--- src/rtl/wb_csr_bank.sv ---
// Wishbone CSR slave: NREGS read/write control registers followed by NSTAT read-only
// status words, with byte-select writes, optional lane swap and programmable read wait states.
module wb_csr_bank #(
  parameter int          NREGS     = 8,
  parameter int          NSTAT     = 4,
  parameter int          READ_WAIT = 2,
  parameter int          BYTE_SWAP = 1,
  parameter logic [31:0] RESET_VAL = 32'h00000000
) (
  input  logic                                   sys_clk,
  input  logic                                   sys_rst,
  input  logic [31:0]                            wb_adr_i,
  input  logic [31:0]                            wb_dat_i,
  output logic [31:0]                            wb_dat_o,
  input  logic [3:0]                             wb_sel_i,
  input  logic                                   wb_cyc_i,
  input  logic                                   wb_stb_i,
  input  logic                                   wb_we_i,
  output logic                                   wb_ack_o,
  output logic [32*NREGS-1:0]                    ctrl_o,
  output logic [NREGS-1:0]                       wr_strobe_o,
  input  logic [32*((NSTAT > 0) ? NSTAT : 1)-1:0] stat_i,
  output logic [((NSTAT > 0) ? NSTAT : 1)-1:0]   rd_strobe_o
);

  localparam int         NS1       = (NSTAT > 0) ? NSTAT : 1;
  localparam logic [2:0] WAIT_INIT = (READ_WAIT > 0) ? 3'(READ_WAIT - 1) : 3'd0;

  typedef enum logic [1:0] {IDLE, WAIT, ACK} state_t;

  state_t             state_q;
  logic               ack_q;
  logic [31:0]        dat_q;
  logic [31:0]        hold_q;
  logic [2:0]         wait_q;
  logic [31:0]        ctrl_q [NREGS];
  logic [NREGS-1:0]   wr_strobe_q;
  logic [NS1-1:0]     rd_strobe_q;

  logic [7:0]         idx;
  logic               is_ctrl;
  logic               is_stat;
  logic [31:0]        dat_in;
  logic [3:0]         sel_in;
  logic [31:0]        rd_src;
  logic               unused_adr;

  assign unused_adr = ^{wb_adr_i[31:10], wb_adr_i[1:0]};

  function automatic logic [31:0] swap32(input logic [31:0] d);
    return (BYTE_SWAP != 0) ? {d[7:0], d[15:8], d[23:16], d[31:24]} : d;
  endfunction

  function automatic logic [3:0] swap4(input logic [3:0] s);
    return (BYTE_SWAP != 0) ? {s[0], s[1], s[2], s[3]} : s;
  endfunction

  always_comb begin
    idx     = wb_adr_i[9:2];
    is_ctrl = ({1'b0, idx} < 9'(NREGS));
    is_stat = !is_ctrl && ({1'b0, idx} < 9'(NREGS + NSTAT));
    dat_in  = swap32(wb_dat_i);
    sel_in  = swap4(wb_sel_i);
    // Unmapped indices fall through to zero
    rd_src  = 32'h0;
    for (int k = 0; k < NREGS; k++) begin
      if (is_ctrl && idx == 8'(k)) rd_src = ctrl_q[k];
    end
    for (int j = 0; j < NSTAT; j++) begin
      if (is_stat && idx == 8'(NREGS + j)) rd_src = stat_i[32*j +: 32];
    end
  end

  always_ff @(posedge sys_clk or posedge sys_rst) begin
    if (sys_rst) begin
      state_q     <= IDLE;
      ack_q       <= 1'b0;
      dat_q       <= 32'h0;
      hold_q      <= 32'h0;
      wait_q      <= 3'd0;
      wr_strobe_q <= '0;
      rd_strobe_q <= '0;
      for (int k = 0; k < NREGS; k++) ctrl_q[k] <= RESET_VAL;
    end else begin
      wr_strobe_q <= '0;
      rd_strobe_q <= '0;
      case (state_q)
        IDLE: begin
          if (wb_cyc_i && wb_stb_i) begin
            if (wb_we_i) begin
              // Strobe fires even with all byte enables clear
              for (int k = 0; k < NREGS; k++) begin
                if (is_ctrl && idx == 8'(k)) begin
                  wr_strobe_q[k] <= 1'b1;
                  for (int b = 0; b < 4; b++) begin
                    if (sel_in[b]) ctrl_q[k][8*b +: 8] <= dat_in[8*b +: 8];
                  end
                end
              end
              state_q <= ACK;
              ack_q   <= 1'b1;
              dat_q   <= 32'h0;
            end else begin
              hold_q <= rd_src;
              for (int j = 0; j < NSTAT; j++) begin
                if (is_stat && idx == 8'(NREGS + j)) rd_strobe_q[j] <= 1'b1;
              end
              if (READ_WAIT == 0) begin
                state_q <= ACK;
                ack_q   <= 1'b1;
                dat_q   <= swap32(rd_src);
              end else begin
                state_q <= WAIT;
                wait_q  <= WAIT_INIT;
              end
            end
          end
        end
        WAIT: begin
          if (!wb_cyc_i) begin
            state_q <= IDLE;
          end else if (wait_q == 3'd0) begin
            state_q <= ACK;
            ack_q   <= 1'b1;
            dat_q   <= swap32(hold_q);
          end else begin
            wait_q <= wait_q - 3'd1;
          end
        end
        ACK: begin
          state_q <= IDLE;
          ack_q   <= 1'b0;
          dat_q   <= 32'h0;
        end
        default: state_q <= IDLE;
      endcase
    end
  end

  assign wb_ack_o    = ack_q;
  assign wb_dat_o    = dat_q;
  assign wr_strobe_o = wr_strobe_q;
  assign rd_strobe_o = rd_strobe_q;

  generate
    for (genvar gi = 0; gi < NREGS; gi++) begin : g_ctrl
      assign ctrl_o[32*gi +: 32] = ctrl_q[gi];
    end
  endgenerate

endmodule

--- config.mk ---
export PLATFORM = sky130hd
export DESIGN_NAME = wb_csr_bank
export DESIGN_NICKNAME = d
export VERILOG_FILES = /design/src/rtl/wb_csr_bank.sv
export SDC_FILE = /design/constraint.sdc
export NUM_CORES = 1
export LEC_CHECK = 0
export CAP_MARGIN = 20
export CORE_AREA = 2 2 196 198
export DETAILED_ROUTE_END_ITERATION = 8
export DIE_AREA = 0 0 198 200
export PLACE_DENSITY = 0.85
export SLEW_MARGIN = 20
export SYNTH_ARGS = -nofsm -noshare
export SYNTH_HDL_FRONTEND = slang
export SYNTH_SLANG_ARGS = --single-unit
--- constraint.sdc ---
create_clock -name sys_clk -period 17.79 [get_ports sys_clk]
set_input_delay 3.558 -clock sys_clk [delete_from_list [all_inputs] [get_ports sys_clk]]
set_output_delay 3.558 -clock sys_clk [all_outputs]
set_load 0.02 [all_outputs]
# Word-level counts from Yosys, hierarchy flattened
# Index checks and enable logic that the tools add are counted.
[totals]
input_bits = 201
register_bits = 338
out_inout_bits = 301
wordCells = 169
[op_classes]
eq_ne = 20
reduce_logical = 56
addsub = 1
bitwise = 1
muxes = 50
n_lt_le_gt_ge = 2
[ops]
columns = ["cell", "n"]
rows = [
  ["$mux W32", 16],
  ["$reduce_and A5 Y1", 34],
  ["$pmux W32 S3", 1],
  ["$eq A8 B3 Y1 const B", 4],
  ["$eq A8 B4 Y1 const B", 4],
  ["$mux W8", 3],
  ["$eq A8 B2 Y1 const B", 2],
  ["$lt A8 B4 Y1 const B", 2],
  ["$mux W1", 16],
  ["$logic_and A1 B1 Y1", 14],
  ["$mux W3", 4],
  ["$mux W4", 3],
  ["$ne A2 B2 Y1 const B", 6],
  ["$eq A8 B1 Y1 const B", 1],
  ["$logic_not A8 Y1", 1],
  ["$mux W2", 4],
  ["$pmux W3 S2", 1],
  ["$pmux W2 S2", 1],
  ["$logic_not A3 Y1", 1],
  ["$ne A3 B3 Y1 const B", 1],
  ["$pmux W1 S3", 1],
  ["$reduce_and A3 Y1", 1],
  ["$reduce_bool A3 Y1", 1],
  ["$sub A3 B1 Y3 const B", 1],
  ["7 further kinds", 7],
]

# Longest topological paths before layout
[depth]
depth_word = 14
mapped_depth = 9
mapped_depth_nobuf = 7

# Worst setup path after synthesis
# No wires, ideal clock.
[synth_path]
path_kind = "in2reg"
startpoint = "in wb_adr_i[9]"
endpoint = "reg ctrl_q (netlist bit ctrl_o[186])"
cell_stages = 7
setup_ns = 0.128
t_arrival_ns = 5.532
required_ns = 17.662
slack_ns = 12.131
path_buffers = 2
path_cell_list = "or4_4 > buf_6 > or4_1 > buf_2 > nor3_4 > nand2_2 > mux2_1"
[synth_via]
elab_chain_cells = 3
elab_cells_between_ends = 4
classes_between = "order compare: 1; eq/ne: 1; reduce/logical: 2"
[synth_rtl]
columns = ["element", "line_no", "text"]
rows = [
  ["start, declared", "12", "input logic [31:0] wb_adr_i,"],
  ["$lt A8 B4 Y1 or $eq A8 B3 Y1 (tied branches)", "60, 93", ""],
  ["$logic_and A1 B1 Y1 (*)", "93", "if (is_ctrl && idx == 8'(k)) begin"],
  ["$reduce_and A5 Y1 (no source line) (*)", "n/a", ""],
  ["end signal, assigned by index", "96", "if (sel_in[b]) ctrl_q[k][8*b +: 8] <= dat_in[8*b +: 8];"],
  ["end, declared", "36", "logic [31:0] ctrl_q [NREGS];"],
]
# Every way passes the cells marked *; elsewhere a longest branch is shown, timed or not.
# A chain may end at the register's enable or synchronous reset.

# Worst setup path after layout
[layout_path]
startpoint = "in wb_adr_i[3]"
endpoint = "reg ctrl_q (netlist bit ctrl_o[234])"
# The elaborated chain is that of the path after synthesis.

==> run summary <==
- **status** completed
- **gpl congestion** 0.8763
- **depth of the worst hold-timing path** 1
- **power density over the cells** 78.95 nW/µm²
- **violation count after the first detailed-route iteration** 812
- **Sink Count** 338
- **Final min period** 7.059 ns
- **leading cell types by count after synthesis** 338 x sky130_fd_sc_hd__dfrtp_1, 282 x sky130_fd_sc_hd__mux2_2, 66 x sky130_fd_sc_hd__nand2_1
- **core occupancy in the finished layout** 60.15%
- **largest vdd supply drop** 0.00008491 V
- **total wire length after detailed routing** 61200 µm
- **num ports** 502
- **Resized cells post-CTS** 0
- **Post-Synthesis Mean Instance Area** 13.04 µm²
- **critical register-to-register path endpoint** ctrl_o[39]
- **Rel. slew slack** 31.05%
- **largest area contributor in the synthesized netlist** sky130_fd_sc_hd__dfrtp_1
- **number of placed instances, taps included** 2155
- **count leader, synth** sky130_fd_sc_hd__dfrtp_1
- **Critical Path Sink Type** register
- **Critical Path AT** 7.48 ns
- **CTS Buf Count** 38
- **post-route DRC violation count** 0
- **Detailed Routing Iterations Pass 1** 8
- **number of input and output port buffers inserted** 477
- **Hold Crit Endpoint** wb_dat_o[4]
- **top cells by area, synth** sky130_fd_sc_hd__dfrtp_1 53%, sky130_fd_sc_hd__mux2_2 20%, sky130_fd_sc_hd__mux4_2 5.2%, sky130_fd_sc_hd__mux2i_1 1.8%, sky130_fd_sc_hd__a22o_1 1.8%
- **count of flip-flops with a built-in enable after synthesis** 0
- **Clock Skew** 0.02170 ns
- **CP max FO** 65
- **final net count** 1887
- **most common flop cell mapped by yosys** sky130_fd_sc_hd__dfrtp_1
- **actual slew at the worst max-slew pin** 1.034 ns
- **Clock Latency Late Sink** 0.55 ns
- **Worst Path Class, Setup** input pin to register
- **reported max-cap violation count** 0
- **total design power** 1.776 mW
- **count of yosys warnings during synthesis** 0
- **area of the core** 37400 µm²
- **count of distinct cell types in the synthesized netlist** 65
- **sequential area share after synthesis** 53.27%
- **chip width** 198 µm
- **origin of the critical flop-to-flop path** state_q[1]
- **Worst R2R Setup Slack** 14.43 ns
- **number of standard cells in the final layout excluding fillers** 2225
- **launching instance or port of the critical path** wb_adr_i[3]
- **largest net degree at the start of global routing** 104
- **P&R area growth vs syn** 41.67%
- **share of the synthesized area in the top cell type** 53.27%
- **setup-violating endpoint count in the final report** 0
- **Max Fclk** 0.1417 GHz
- **total via count after detailed routing** 13043
- **initial cell density of the core** 42.46%
- **final global-route overflow total** 0
- **critical path startpoint category** input pin
- **final count of pins violating max slew** 0
- **maximum root-to-sink buffer count** 3
- **number of H-tree levels** 2
- **count of nets left with antenna violations after detail routing** 0
- **first-pass GRT wire length** 89200 µm
- **die area** 39600 µm²
- **Synth Cell Area** 15880 µm²
- **share of the clock period used by the worst path after layout** 39.68%
- **unrepaired setup endpoints after global routing** false
- **vias in the first global route** 13495
- **HPWL after DPL** 43520 µm
- **number of antenna violations at the first check in global routing** 3
- **number of buffers inserted by post-CTS setup repair** 0
- **synthesized netlist cell count** 1218
- **proportion of layout cells with a drive suffix above 1** 26.50%
- **routed length per placed instance** 27.50 µm
- **TritonCTS clock tree** done
- **CTS Hold Buffers Added** 0
- **Static Leakage** 9.949 nW
- **final sum of negative setup slack** 0 ns
- **number of nets produced by synthesis** 1421
- **worst r2r path cells** 5
- **hold wc startpoint** hold_q[28]
- **Seq cells post-synth** 338
- **Site Rows** 71
- **worst endpoint required time** 18.21 ns
- **Final Hold Viols** 0
- **vias per std cell** 5.862
- **min-delay worst type** register to register
- **Clock transition at path regs** 0.06 ns
- **cell chosen for the clock root** sky130_fd_sc_hd__clkbuf_16
- **overall die height** 200 µm
- **GRT Util Overall** 30.58%
- **post-synthesis async set-or-reset flop share** 100.0%
-- cell type report --
class                           count  area [µm²]
Fill cell                        2828       14900
Clock inverter                     13       143.9
Tap cell                          511       639.4
Timing Repair Buffer              497        4926
Inverter                           10       45.04
Clock buffer                       56        1130
Antenna cell                        1       2.502
Sequential cell                   338        8458
Multi-Input combinational cell    799        7151
-- cells by family after synthesis --
| family | share of synthesized area (%) |
|---|---|
| buffers and inverters | 2.017 |
| adder cells (fa/ha/maj) | 0.1576 |
| multiplexers | 27.43 |
| AND/OR/NAND/NOR | 6.509 |
| XOR/XNOR | 0.05517 |
| flip-flops | 53.27 |
| AO/OA/AOI/OAI | 10.57 |
-- registers in the layout, summed over array words and instances, names as in the netlist --
register	cells
ctrl_o	256
hold_q	32
wb_dat_o	32
wr_strobe_o	8
rd_strobe_o	4
wait_q	3
state_q	2
wb_ack_o	1
-- per-stage QoR --
stage	instance area (µm²)	worst slack (ns)	hold slack, ns
floorplan	15880	4.865	0.4498
global placement	21200	10.22	0.4716
detailed placement	21210	10.18	0.4775
CTS	22480	10.77	0.4909
global route	22500	10.66	0.5050
finish	22500	10.73	0.4864
-- power by group --
group          internal, mW  switching (mW)  leakage [nW]  total (mW)
sequential            0.786          0.0124          4.69       0.798
clock                 0.472           0.327         0.629       0.799
combinational        0.0784           0.100          4.63       0.178
total                  1.34           0.440          9.95        1.78
-- cells in the final DEF, fill, tap and decap left out, types with 8 or more instances in the layout --
master / Yosys / routed
sky130_fd_sc_hd__nor2_2: 13 / 16
sky130_fd_sc_hd__a21oi_1: 36 / 36
sky130_fd_sc_hd__clkdlybuf4s50_1: 0 / 474
sky130_fd_sc_hd__buf_4: 0 / 17
sky130_fd_sc_hd__nor2_1: 44 / 40
sky130_fd_sc_hd__mux4_2: 37 / 37
sky130_fd_sc_hd__clkbuf_1: 45 / 8
sky130_fd_sc_hd__dfrtp_1: 338 / 338
sky130_fd_sc_hd__a211oi_1: 10 / 10
sky130_fd_sc_hd__nand2_1: 66 / 66
sky130_fd_sc_hd__nor3_1: 10 / 9
sky130_fd_sc_hd__mux2_2: 282 / 282
sky130_fd_sc_hd__a22oi_1: 20 / 20
sky130_fd_sc_hd__o22ai_1: 17 / 16
sky130_fd_sc_hd__o21ai_0: 56 / 56
sky130_fd_sc_hd__a22o_1: 33 / 33
sky130_fd_sc_hd__mux2i_1: 29 / 29
sky130_fd_sc_hd__clkbuf_8: 0 / 9
sky130_fd_sc_hd__nand3_1: 12 / 12
sky130_fd_sc_hd__nand2_2: 8 / 8
sky130_fd_sc_hd__o221ai_1: 13 / 13
sky130_fd_sc_hd__clkbuf_16: 0 / 39
sky130_fd_sc_hd__a31oi_1: 8 / 8
-- worst max path at each step --
stage / end / slack (ns) / cells after the start
final: ctrl_o[234] / 10.73 / 7
after global routing: ctrl_o[236] / 10.66 / 7
after CTS: ctrl_o[224] / 10.77 / 7
after detailed placement: ctrl_o[224] / 10.18 / 7
after global placement: ctrl_o[227] / 10.22 / 7
after floorplan: ctrl_o[0] / 4.87 / 1
-- worst max-delay path: stages --
cell and delay [ns]:
sky130_fd_sc_hd__buf_6 0.56, sky130_fd_sc_hd__buf_4 0.71, sky130_fd_sc_hd__and4b_1 0.36, sky130_fd_sc_hd__nand2_1 0.49, sky130_fd_sc_hd__nor3_2 0.76, sky130_fd_sc_hd__nand2_1 0.48
sky130_fd_sc_hd__mux2_2 0.41
-- metal layers --
layer / routed length, µm / share of wire, % / track usage [%] / vias up
met5: 23 / 0.038 / 0 / -
li1: - / - / - / 5539
met1: 24870 / 41 / 39.14 / 6762
met3: 4858 / 7.9 / 7.594 / 130
met2: 29220 / 48 / 50.43 / 608
met4: 2225 / 3.6 / 11.70 / 4
Power figures use the tool's default switching activity.
